--- config.mk ---
export PLATFORM = sky130hd
export DESIGN_NAME = fc_tile_controller
export DESIGN_NICKNAME = d
export VERILOG_FILES = /design/src/rtl/fc_pkg.sv /design/src/rtl/fc_tile_counter.sv /design/src/rtl/fc_tile_controller.sv
export SDC_FILE = /design/constraint.sdc
export NUM_CORES = 1
export LEC_CHECK = 0
export BUFFER_PORTS_ARGS = -buffer_cell sky130_fd_sc_hd__buf_2
export CORE_ASPECT_RATIO = 1.1
export CORE_UTILIZATION = 40
export DETAILED_ROUTE_END_ITERATION = 10
export GPL_ROUTABILITY_DRIVEN = 0
export PLACE_DENSITY = 0.63
export SYNTH_ARGS = -nofsm -noshare
export SYNTH_HDL_FRONTEND = slang
export SYNTH_SLANG_ARGS = --single-unit
--- constraint.sdc ---
create_clock -name clk -period 15.61 [get_ports clk]
set_input_delay 3.122 -clock clk [delete_from_list [all_inputs] [get_ports clk]]
set_output_delay 3.122 -clock clk [all_outputs]
set_load 0.01 [all_outputs]
--- src/rtl/fc_pkg.sv ---
// fc_pkg: shared types, default sizing constants and width helpers for the
// FC tile controller. Imported by fc_tile_counter and fc_tile_controller.
package fc_pkg;

  // Sequencer states; the controller mirrors these as logic [1:0] constants.
  typedef enum logic [1:0] {
    FC_IDLE     = 2'd0,
    FC_IF_LOAD  = 2'd1,
    FC_W_STREAM = 2'd2,
    FC_DRAIN    = 2'd3
  } fc_state_t;

  localparam int FC_PE_ROWS_DEF = 128;
  localparam int FC_IN_MAX_DEF  = 512;
  localparam int FC_OUT_MAX_DEF = 128;

  // Width of a counter that must hold the value n itself.
  function automatic int cnt_w(input int n);
    return $clog2(n + 1);
  endfunction

  // Width of an index into n entries (0..n-1), never narrower than one bit.
  function automatic int ptr_w(input int n);
    return (n > 1) ? $clog2(n) : 1;
  endfunction

endpackage

--- src/rtl/fc_tile_counter.sv ---
// fc_tile_counter: tracks the current row tile of a layer, its base ifmap
// address and how many rows it carries (a full PE_ROWS, or the remainder on
// the final tile). The base address for the next cycle is exported so the
// controller can register the ifmap pointer without an extra pipeline stage.
module fc_tile_counter
  import fc_pkg::*;
#(
  parameter  int PE_ROWS = FC_PE_ROWS_DEF,
  parameter  int IN_MAX  = FC_IN_MAX_DEF,
  localparam int IN_W    = cnt_w(IN_MAX),
  localparam int TILE_W  = ptr_w(IN_MAX / PE_ROWS)
) (
  input  logic              clk,
  input  logic              rst_n,
  input  logic              load_i,
  input  logic [IN_W-1:0]   in_nodes_i,
  input  logic              advance_i,
  output logic [TILE_W-1:0] tile_o,
  output logic [IN_W-1:0]   base_next_o,
  output logic [IN_W-1:0]   rows_o,
  output logic              last_o
);

  localparam logic [IN_W-1:0] ROWS_C = IN_W'(PE_ROWS);

  logic [IN_W-1:0]   in_reg;
  logic [IN_W-1:0]   base_reg;
  logic [IN_W-1:0]   base_next;
  logic [IN_W-1:0]   remaining;
  logic [TILE_W-1:0] tile_reg;
  logic [TILE_W-1:0] tile_next;

  // Next tile/base: restart on a new layer, step one tile on advance.
  always_comb begin
    tile_next = tile_reg;
    base_next = base_reg;
    if (load_i) begin
      tile_next = '0;
      base_next = '0;
    end else if (advance_i) begin
      tile_next = tile_reg + TILE_W'(1);
      base_next = base_reg + ROWS_C;
    end
    remaining = in_reg - base_reg;
  end

  // Rows still unread decide both the tile height and whether it is the last.
  assign rows_o      = (remaining > ROWS_C) ? ROWS_C : remaining;
  assign last_o      = (remaining <= ROWS_C);
  assign tile_o      = tile_reg;
  assign base_next_o = base_next;

  // Tile state registers; the layer input count is captured on load only.
  always_ff @(posedge clk or negedge rst_n) begin
    if (!rst_n) begin
      in_reg   <= '0;
      base_reg <= '0;
      tile_reg <= '0;
    end else begin
      if (load_i) in_reg <= in_nodes_i;
      base_reg <= base_next;
      tile_reg <= tile_next;
    end
  end

endmodule

--- src/rtl/fc_tile_controller.sv ---
// fc_tile_controller: FC-layer sequencer for the systolic PE array. Splits the
// input vector into PE_ROWS-high row tiles; per tile it loads the ifmap rows,
// streams one weight column per output node, then drains the array while the
// per-tile partial sums emerge. Optional bias-fetch sequencing is enabled by
// defining FC_BIAS_EN. All outputs are registered from next-state values so
// they line up with the state they describe.
module fc_tile_controller
  import fc_pkg::*;
#(
  parameter  int PE_ROWS = FC_PE_ROWS_DEF,
  parameter  int IN_MAX  = FC_IN_MAX_DEF,
  parameter  int OUT_MAX = FC_OUT_MAX_DEF,
  localparam int IN_W    = cnt_w(IN_MAX),
  localparam int OUT_W   = cnt_w(OUT_MAX),
  localparam int IPTR_W  = ptr_w(IN_MAX),
  localparam int WPTR_W  = ptr_w(OUT_MAX),
  localparam int TILE_W  = ptr_w(IN_MAX / PE_ROWS)
) (
  input  logic              clk,
  input  logic              rst_n,
  input  logic              start_i,
  input  logic [IN_W-1:0]   in_node_num_i,
  input  logic [OUT_W-1:0]  out_node_num_i,
  output logic              busy_o,
  output logic              done_o,
  output logic              err_o,
  output logic              ifmap_rden_o,
  output logic [IPTR_W-1:0] ifmap_rdptr_o,
  output logic              pe_load_o,
  output logic              wbuf_rden_o,
  output logic [WPTR_W-1:0] wbuf_rdptr_o,
  output logic [TILE_W-1:0] wbuf_tile_o,
  output logic              rst_buf_n_o,
  output logic              psum_valid_o,
  output logic              acc_first_o,
  output logic              valid_o,
`ifdef FC_BIAS_EN
  output logic              bias_rden_o,
  output logic [WPTR_W-1:0] bias_rdptr_o,
`endif
  output logic              last_o
);

  localparam int PH_W = cnt_w(PE_ROWS + OUT_MAX);

  localparam logic [1:0] IDLE     = FC_IDLE;
  localparam logic [1:0] IF_LOAD  = FC_IF_LOAD;
  localparam logic [1:0] W_STREAM = FC_W_STREAM;
  localparam logic [1:0] DRAIN    = FC_DRAIN;

  localparam logic [PH_W-1:0] PH_ONE       = PH_W'(1);
  localparam logic [PH_W-1:0] PH_PE        = PH_W'(PE_ROWS);
  localparam logic [PH_W-1:0] PH_DRAIN_END = PH_W'(PE_ROWS - 1);

  logic [1:0]        state_reg, state_next;
  logic [PH_W-1:0]   phase_reg, phase_next;
  logic [OUT_W-1:0]  out_reg;
  logic              cfg_ok, accept, phase_end, advance, finish;
  logic [TILE_W-1:0] tile;
  logic [IN_W-1:0]   tile_base_next, tile_rows;
  logic              tile_last;
  logic              in_stream;
  logic [PH_W-1:0]   elapsed, node;
  logic              in_window;

  fc_tile_counter #(
    .PE_ROWS (PE_ROWS),
    .IN_MAX  (IN_MAX)
  ) u_tile (
    .clk         (clk),
    .rst_n       (rst_n),
    .load_i      (accept),
    .in_nodes_i  (in_node_num_i),
    .advance_i   (advance),
    .tile_o      (tile),
    .base_next_o (tile_base_next),
    .rows_o      (tile_rows),
    .last_o      (tile_last)
  );

  // Config legality and phase-end detection for the current state.
  always_comb begin
    cfg_ok = (in_node_num_i != '0) && (in_node_num_i <= IN_W'(IN_MAX)) &&
             (out_node_num_i != '0) && (out_node_num_i <= OUT_W'(OUT_MAX));
    accept = (state_reg == IDLE) && start_i && cfg_ok;
    case (state_reg)
      IF_LOAD:  phase_end = (phase_reg == PH_W'(tile_rows - IN_W'(1)));
      W_STREAM: phase_end = (phase_reg == PH_W'(out_reg - OUT_W'(1)));
      DRAIN:    phase_end = (phase_reg == PH_DRAIN_END);
      default:  phase_end = 1'b0;
    endcase
    advance = (state_reg == DRAIN) && phase_end && !tile_last;
    finish  = (state_reg == DRAIN) && phase_end && tile_last;
  end

  // Next state; the phase counter restarts at zero on every state change.
  always_comb begin
    state_next = state_reg;
    phase_next = '0;
    case (state_reg)
      IDLE:     if (accept) state_next = IF_LOAD;
      IF_LOAD:  if (phase_end) state_next = W_STREAM;
                else phase_next = phase_reg + PH_ONE;
      W_STREAM: if (phase_end) state_next = DRAIN;
                else phase_next = phase_reg + PH_ONE;
      DRAIN:    if (phase_end) state_next = tile_last ? IDLE : IF_LOAD;
                else phase_next = phase_reg + PH_ONE;
      default:  state_next = IDLE;
    endcase
  end

  // Cycles since W_STREAM entry locate the psum window, which may straddle
  // the W_STREAM/DRAIN boundary when out exceeds PE_ROWS.
  always_comb begin
    in_stream = (state_next == W_STREAM) || (state_next == DRAIN);
    elapsed   = (state_next == DRAIN) ? (PH_W'(out_reg) + phase_next) : phase_next;
    in_window = in_stream && (elapsed >= PH_PE) && (elapsed < PH_PE + PH_W'(out_reg));
    node      = elapsed - PH_PE;
  end

  // Sequencer state registers; out count latched with an accepted start.
  always_ff @(posedge clk or negedge rst_n) begin
    if (!rst_n) begin
      state_reg <= IDLE;
      phase_reg <= '0;
      out_reg   <= '0;
    end else begin
      state_reg <= state_next;
      phase_reg <= phase_next;
      if (accept) out_reg <= out_node_num_i;
    end
  end

  // Registered control outputs, decoded from the upcoming state.
  always_ff @(posedge clk or negedge rst_n) begin
    if (!rst_n) begin
      busy_o        <= 1'b0;
      done_o        <= 1'b0;
      err_o         <= 1'b0;
      ifmap_rden_o  <= 1'b0;
      ifmap_rdptr_o <= '0;
      pe_load_o     <= 1'b0;
      wbuf_rden_o   <= 1'b0;
      wbuf_rdptr_o  <= '0;
      wbuf_tile_o   <= '0;
      rst_buf_n_o   <= 1'b1;
      psum_valid_o  <= 1'b0;
      acc_first_o   <= 1'b0;
      valid_o       <= 1'b0;
      last_o        <= 1'b0;
    end else begin
      busy_o        <= (state_next != IDLE);
      done_o        <= finish;
      err_o         <= (state_reg == IDLE) && start_i && !cfg_ok;
      ifmap_rden_o  <= (state_next == IF_LOAD);
      pe_load_o     <= (state_next == IF_LOAD);
      ifmap_rdptr_o <= (state_next == IF_LOAD) ?
                       IPTR_W'(tile_base_next + IN_W'(phase_next)) : '0;
      wbuf_rden_o   <= (state_next == W_STREAM);
      wbuf_rdptr_o  <= (state_next == W_STREAM) ? WPTR_W'(phase_next) : '0;
      wbuf_tile_o   <= (state_next == W_STREAM) ? tile : '0;
      rst_buf_n_o   <= (state_next != DRAIN);
      psum_valid_o  <= in_window;
      acc_first_o   <= in_window && (tile == '0);
      valid_o       <= in_window && tile_last;
      last_o        <= in_window && tile_last && (node == PH_W'(out_reg) - PH_ONE);
    end
  end

`ifdef FC_BIAS_EN
  localparam logic [PH_W-1:0] PH_PE_M1 = PH_W'(PE_ROWS - 1);

  logic            bias_window;
  logic [PH_W-1:0] bias_node;

  // Bias reads run one cycle ahead of valid_o so buffer data meets it.
  always_comb begin
    bias_node   = elapsed - PH_PE_M1;
    bias_window = in_stream && tile_last && (elapsed >= PH_PE_M1) &&
                  (elapsed < PH_PE_M1 + PH_W'(out_reg));
  end

  // Registered bias read port.
  always_ff @(posedge clk or negedge rst_n) begin
    if (!rst_n) begin
      bias_rden_o  <= 1'b0;
      bias_rdptr_o <= '0;
    end else begin
      bias_rden_o  <= bias_window;
      bias_rdptr_o <= bias_window ? WPTR_W'(bias_node) : '0;
    end
  end
`endif

endmodule

---- After elaboration in Yosys (flattened, before gate mapping) ----
Cells that the tools add are included.
word-level totals
  register bits after elaboration ......... 69
  bits of input ports ..................... 21
  output and inout bits ................... 29
  word-level logic and storage cells ...... 88
operators by class
  add/subtract/negate cells ............... 10
  order comparisons ....................... 6
  equal/unequal tests ..................... 11
  mux-type cells .......................... 18
  reduce and logical (&&, ||, !) cells .... 24
operators by type and width
  kind                                                               count
  2-to-1 mux 9 bit                                                   5
  == test 9 bit                                                      3
  2-to-1 mux 10 bit                                                  2
  logical AND 1 bit                                                  14
  2-to-1 mux 2 bit                                                   7
  adder 10 x 8 -> 10 bit, second input constant                      1
  > comparator 10 x 8 -> 1 bit, second input constant                1
  less-or-equal comparator 10 bit, second input constant             1
  less-or-equal comparator 10 x 8 -> 1 bit, second input constant    1
  nonzero test 10 bit                                                1
  subtractor 10 bit                                                  1
  adder 8 x 8 -> 9 bit, first input constant                         1
  adder 8 x 9 -> 9 bit                                               1
  adder 9 x 1 -> 9 bit, second input constant                        1
  adder 9 bit                                                        1
  == test 9 x 7 -> 1 bit, second input constant                      1
  greater-or-equal comparator 9 x 8 -> 1 bit, second input constant  1
  less-than comparator 9 bit                                         1
  subtractor 8 x 1 -> 9 bit, second input constant                   1
  subtractor 9 x 1 -> 9 bit, second input constant                   1
  subtractor 9 x 8 -> 9 bit, second input constant                   1
  == test 2 bit, second input constant                               4
  less-or-equal comparator 8 bit, second input constant              1
  one-hot mux 2 bit (4 select lines)                                 1
  other kinds (12)                                                   16

---- Depth between registers and ports, before layout ----
  depth in word-level cells ............... 15
  gate-level depth with buffers ........... 44
  mapped depth without buffers ............ 42

---- Modules after synthesis ----
A second synthesis with hierarchy kept.
second synthesis, totals
  cell total of the unflattened synthesis .. 563
  area, all modules ....................... 5039.8 um^2
by module, submodules not included
  module              times used  cells each  area each (um^2)  seq. area each (um^2)
  fc_tile_controller  1           430         3712.3            1177.4
  fc_tile_counter     1           133         1327.5            550.5

---- Worst setup path before layout ----
OpenSTA, ideal clock, no wires.
  path type ............................... reg-to-reg
  start point ............................. reg u_tile.base_reg[0]
  end point ............................... reg last_o
  library setup time ...................... 0.096 ns
  arrival time ............................ 8.359 ns
  data required time ...................... 15.514 ns
  slack ................................... 7.156 ns
  cell stages (with the launch flop) ...... 42
  buffers on the path ..................... 2
  period minus slack after synthesis ...... 8.454 ns
  cells stage by stage .................... dfrtp_1 ha_1 fa_1 nand2b_2 a211oi_2 mux2i_1 a2111oi_4 nand2_2 clkbuf_1 or3_1 ha_1 nor2b_1 a31oi_1 xnor2_1 nand2_1 a2111oi_0 nor4b_1 nand4_1 [6 not listed] o21ai_0 a21o_1 a21oi_1 xnor2_1 nand2b_1 o211ai_1 and2_0 mux2i_1 ha_1 o21ai_0 a21oi_1 nor3_1 o221ai_1 mux2i_2 o211ai_1 a311oi_1 nand4_1 nor4_2
between the ends
  cells in the longest elaborated chain, start to end .. 15
  elaborated cells between the ends (all ways) .. 27
  classes of those cells .................. add/sub: 4; order compare: 4; eq/ne: 4; mux: 10; reduce/logical: 5
RTL lines
  element                                     RTL line                                                                         RTL
  from (decl)                                 fc_tile_counter.sv:27                                                            logic [IN_W-1:0] base_reg;
  from (signal assigned)                      fc_tile_counter.sv:61                                                            base_reg <= base_next;
  subtractor 10 bit *                         fc_tile_counter.sv:44                                                            remaining = in_reg - base_reg;
  > comparator 10 x 8 -> 1 bit                fc_tile_counter.sv:48                                                            assign rows_o = (remaining > ROWS_C) ? ROWS_C : remaining;
  2-to-1 mux 9 bit *                          fc_tile_counter.sv:48
  subtractor 9 x 1 -> 9 bit *                 fc_tile_controller.sv:87                                                         IF_LOAD: phase_end = (phase_reg == PH_W'(tile_rows - IN_W'(1)));
  == test 9 bit *                             fc_tile_controller.sv:87
  one-hot mux 1 bit (3 select lines) *        fc_tile_controller.sv:86                                                         case (state_reg)
  2-to-1 mux 9 bit *                          fc_tile_controller.sv:102, fc_tile_controller.sv:104, fc_tile_controller.sv:106
  2-to-1 mux 9 bit *                          n/a
  net phase_next[1]                           fc_tile_controller.sv:56                                                         logic [PH_W-1:0] phase_reg, phase_next;
  adder 8 x 9 -> 9 bit                        fc_tile_controller.sv:116                                                        elapsed = (state_next == DRAIN) ? (PH_W'(out_reg) + phase_next) : phase_next;
  2-to-1 mux 9 bit *                          fc_tile_controller.sv:116
  greater-or-equal comparator 9 x 8 -> 1 bit  fc_tile_controller.sv:117                                                        in_window = in_stream && (elapsed >= PH_PE) && (elapsed < PH_PE + PH_W'(out_reg));
  logical AND 1 bit                           fc_tile_controller.sv:117
  logical AND 1 bit *                         fc_tile_controller.sv:117
  net in_window                               fc_tile_controller.sv:64                                                         logic in_window;
  logical AND 1 bit * (2 in a row)            fc_tile_controller.sv:166                                                        last_o <= in_window && tile_last && (node == PH_W'(out_reg) - PH_ONE);
  to (signal assigned)                        fc_tile_controller.sv:166
  to (decl)                                   fc_tile_controller.sv:41                                                         output logic last_o
Mark *: on every way through the listed nets, which the timed path passes. The rest lies on a longest branch.
A chain may end at the register's enable or synchronous reset.

---- Final worst setup path ----
Same ends and word-level chain as after synthesis.

==> key figures <==
Run status
  – Outcome: complete, no violations

Timing
  – Worst Skew: 8.02 ps
  – Period utilisation layout: between 60% and 70%
  – Tmin final: approximately 10000 ps
  – Worst slew margin: 41.3%
  – Final hold slack: ~520 ps
  – TNS Setup: 0 ps
  – Fin. Hold Viols: 0
  – # setup viols final: 0
  – Fin worst setup slack: about 5600 ps
  – Fmax: 100 MHz
  – Slew Viols, Final: 0
  – Worst slew pin tran: 877 ps
  – RSZ-0062 raised after global routing: no

Route
  – Via count: 4755
  – 1st-pass router iterations: 6
  – DR WL/cell: approximately 18 um
  – Drt drc: 0
  – Routed Wire Length: between 10 and 15 mm
  – DR vias/cell: slightly below 6
  – DRT iter0 DRCs: about 470
  – Antenna Nets Post-Route: 0

Yosys
  – Yosys cell types: 72
  – Post-Syn Area: 5280 um2
  – Commonest cells in the netlist: dfrtp_1, nor2_1, nand2_1
  – Cells after synthesis: roughly 600
  – Syn_nets: 670
  – Top FF cell, synth: dfrtp_1
  – Share of the synthesized area in the top cell type: approximately a third
  – Top post-synthesis cells by area: dfrtp_1, ha_1, xnor2_1, nor2_1, nand2_1
  – Sequential element share of the synthesized area: about a third
  – Synthesized area per cell: 8.69 um2
  – Ys async rst share: 100%
  – Most common cell in the synthesized netlist: dfrtp_1
  – Number of flops mapped to enable cells by yosys: 0
  – Yosys Warn Count: 0
  – Synth Register Bits: 69
  – Synth area leader: dfrtp_1

Setup path
  – Reg2Reg Launch Point: u_tile.base_reg[0]
  – Setup CP Type: reg2reg
  – R2R depth: 40
  – Register-to-register setup slack: 5610 ps
  – WP buf/inv: 0
  – Worst endpoint required time: 15860 ps
  – Family with the most delay on the worst path: simple AND/OR/NAND/NOR gates
  – Most frequent CP cell: ha_1
  – CP max stage delay: around 670 ps
  – Crit path capture type: flip-flop
  – Critical path launch point type: flip-flop
  – Largest fanout on the critical path: 17
  – CP max-delay cell: or3_1
  – Reg-to-Reg End: last_o
  – CP Data Arrival Time: a little over 10000 ps

Pwr
  – Combinational Power Share: slightly above 60%
  – Switching share of power: 47.5%
  – Sequential share of power: 21.9%
  – PD cells: between 200 and 250 nW/um2
  – Cell-internal power: about 630 uW
  – Clock power share: 17.6%
  – Maximum vdd drop: 0.0787 mV
  – Psw: 565 uW
  – P_leak: 0.00280 uW

Global routing
  – Initial antenna violation count: 0
  – First-pass GRT wire length: around 23 mm
  – Largest net degree at the start of global routing: 70
  – Grt total ovfl: 0
  – Tot GR Track Use: between 20 and 25%
  – Vias in the first global route: 4532

Clock network
  – Worst-path clk slew: 60 ps
  – Cts bufs inserted: 9
  – Cts hold-fix bufs: 0
  – Root buf cell: clkbuf_16
  – H-tree depth: 3
  – Sink Count: 69
  – Clock Path Buffers: 2
  – Post-CTS resize count: 0
  – Worst skew pair latency: 340 ps
  – Postcts setup bufs: 0
  – CTS tree: done

Run
  – Max-Cap Viols: 0

Cells and area
  – Layout cells sized above 1: 14.6%
  – Finished Layout Cells: 809
  – ANT cells: 0
  – Syn-to-layout area delta: 12.8%
  – Layout Nets: between 700 and 800

Worst hold path
  – Hold path start: u_tile.in_reg[7]
  – Hold Path End: u_tile.in_reg[7]
  – Worst Hold Path Cells: 1
  – Worst Hold Class: reg2reg

Die
  – Die width: 111 um
  – Initial Util: 41.4%
  – # IOs: 50
  – DIE HEIGHT: 122 um
  – DIE AREA: approximately 14000 um2
  – Core area: about 13000 um2
  – # rows: 43

Placed design
  – Placed insts: 793
  – Post-place setup slack: ~5900 ps
  – Placed wire-length estimate: 11.1 mm
  – Port buffer count: 49
## area by class of cell
class / count / area [um2]
clock inverter: 5 / 58.8
multi-input combinational: 473 / 3300
fill: 1193 / 6800
sequential: 69 / 1730
timing repair buffer: 53 / 275
inverter: 41 / 154
tap: 157 / 196
clock buffer: 11 / 243
## cell usage in the layout, fill, tap and decap left out, types with 3 or more instances in the layout
| master | synthesis | routed |
|---|---|---|
| dfrtp_1 | 68 | 68 |
| nor2_1 | 64 | 64 |
| nand2_1 | 52 | 52 |
| buf_2 | 3 | 49 |
| inv_1 | 41 | 41 |
| xnor2_1 | 39 | 39 |
| ha_1 | 39 | 39 |
| o21ai_0 | 28 | 28 |
| a21oi_1 | 27 | 27 |
| nor3_1 | 20 | 19 |
| nand3_1 | 17 | 17 |
| a21o_1 | 14 | 14 |
| xor2_1 | 13 | 13 |
| mux2i_1 | 10 | 10 |
| or3_1 | 9 | 9 |
| mux2_2 | 9 | 9 |
| clkbuf_16 | 0 | 9 |
| nor4_1 | 8 | 8 |
| and3_1 | 8 | 8 |
| nand4_1 | 7 | 7 |
| o211ai_1 | 7 | 7 |
| nand2b_1 | 7 | 7 |
| o21a_1 | 7 | 7 |
| nor2b_1 | 6 | 6 |
| o21bai_1 | 6 | 6 |
| and2_1 | 5 | 5 |
| a31oi_1 | 5 | 5 |
| a211o_1 | 4 | 4 |
| buf_4 | 2 | 4 |
| o22ai_1 | 3 | 3 |
| a311oi_1 | 3 | 3 |
| o211a_1 | 3 | 3 |
| a211oi_1 | 3 | 3 |
| fa_1 | 3 | 3 |
## layer usage
layer	up-vias	share of wire, %	global-route usage, %
met4	0	4.3	12.2
li1	2237	-	-
met5	-	0	0
met2	204	47	35.7
met1	2269	43	28.3
met3	45	6.3	3.70
## metrics by stage
stage / util, % / instance area, um2 / total power [uW]
floorplan: - / 5280 / 799
global placement: 44.3 / 5650 / 955
detailed placement: 44.3 / 5650 / 967
CTS: 46.7 / 5950 / 1180
global route: 46.7 / 5950 / 1280
finish: 46.7 / 5950 / 1190
## kinds of logic after synthesis
group | count (synthesis) | synth area share [%]
mux | 21 | 4.34
fa+ha+maj | 43 | 10.6
flops | 69 | 32.8
buf+inv | 65 | 4.84
compound gates | 139 | 18.5
simple gates | 218 | 20.4
xor+xnor | 52 | 8.63
## worst max-delay path by stage
stage,from,to,cells after the start,slack [ps]
3_3_place_gp,u_tile.base_reg[0],last_o,40,6320
6_report,u_tile.base_reg[0],last_o,40,5610
3_5_place_dp,u_tile.base_reg[0],last_o,40,5920
5_1_grt,u_tile.base_reg[0],last_o,38,4990
2_1_floorplan,u_tile.base_reg[0],last_o,41,7160
4_1_cts,u_tile.base_reg[0],last_o,40,5790
## power groups by stage
| stage | combinational (uW) | clock (uW) | sequential, uW |
|---|---|---|---|
| floorplan | 549 | 0 | 250 |
| global placement | 692 | 0 | 263 |
| detailed placement | 704 | 0 | 263 |
| CTS | 710 | 214 | 260 |
| global route | 794 | 220 | 267 |
| finish | 720 | 210 | 261 |
(Power assumes the default switching activity.)
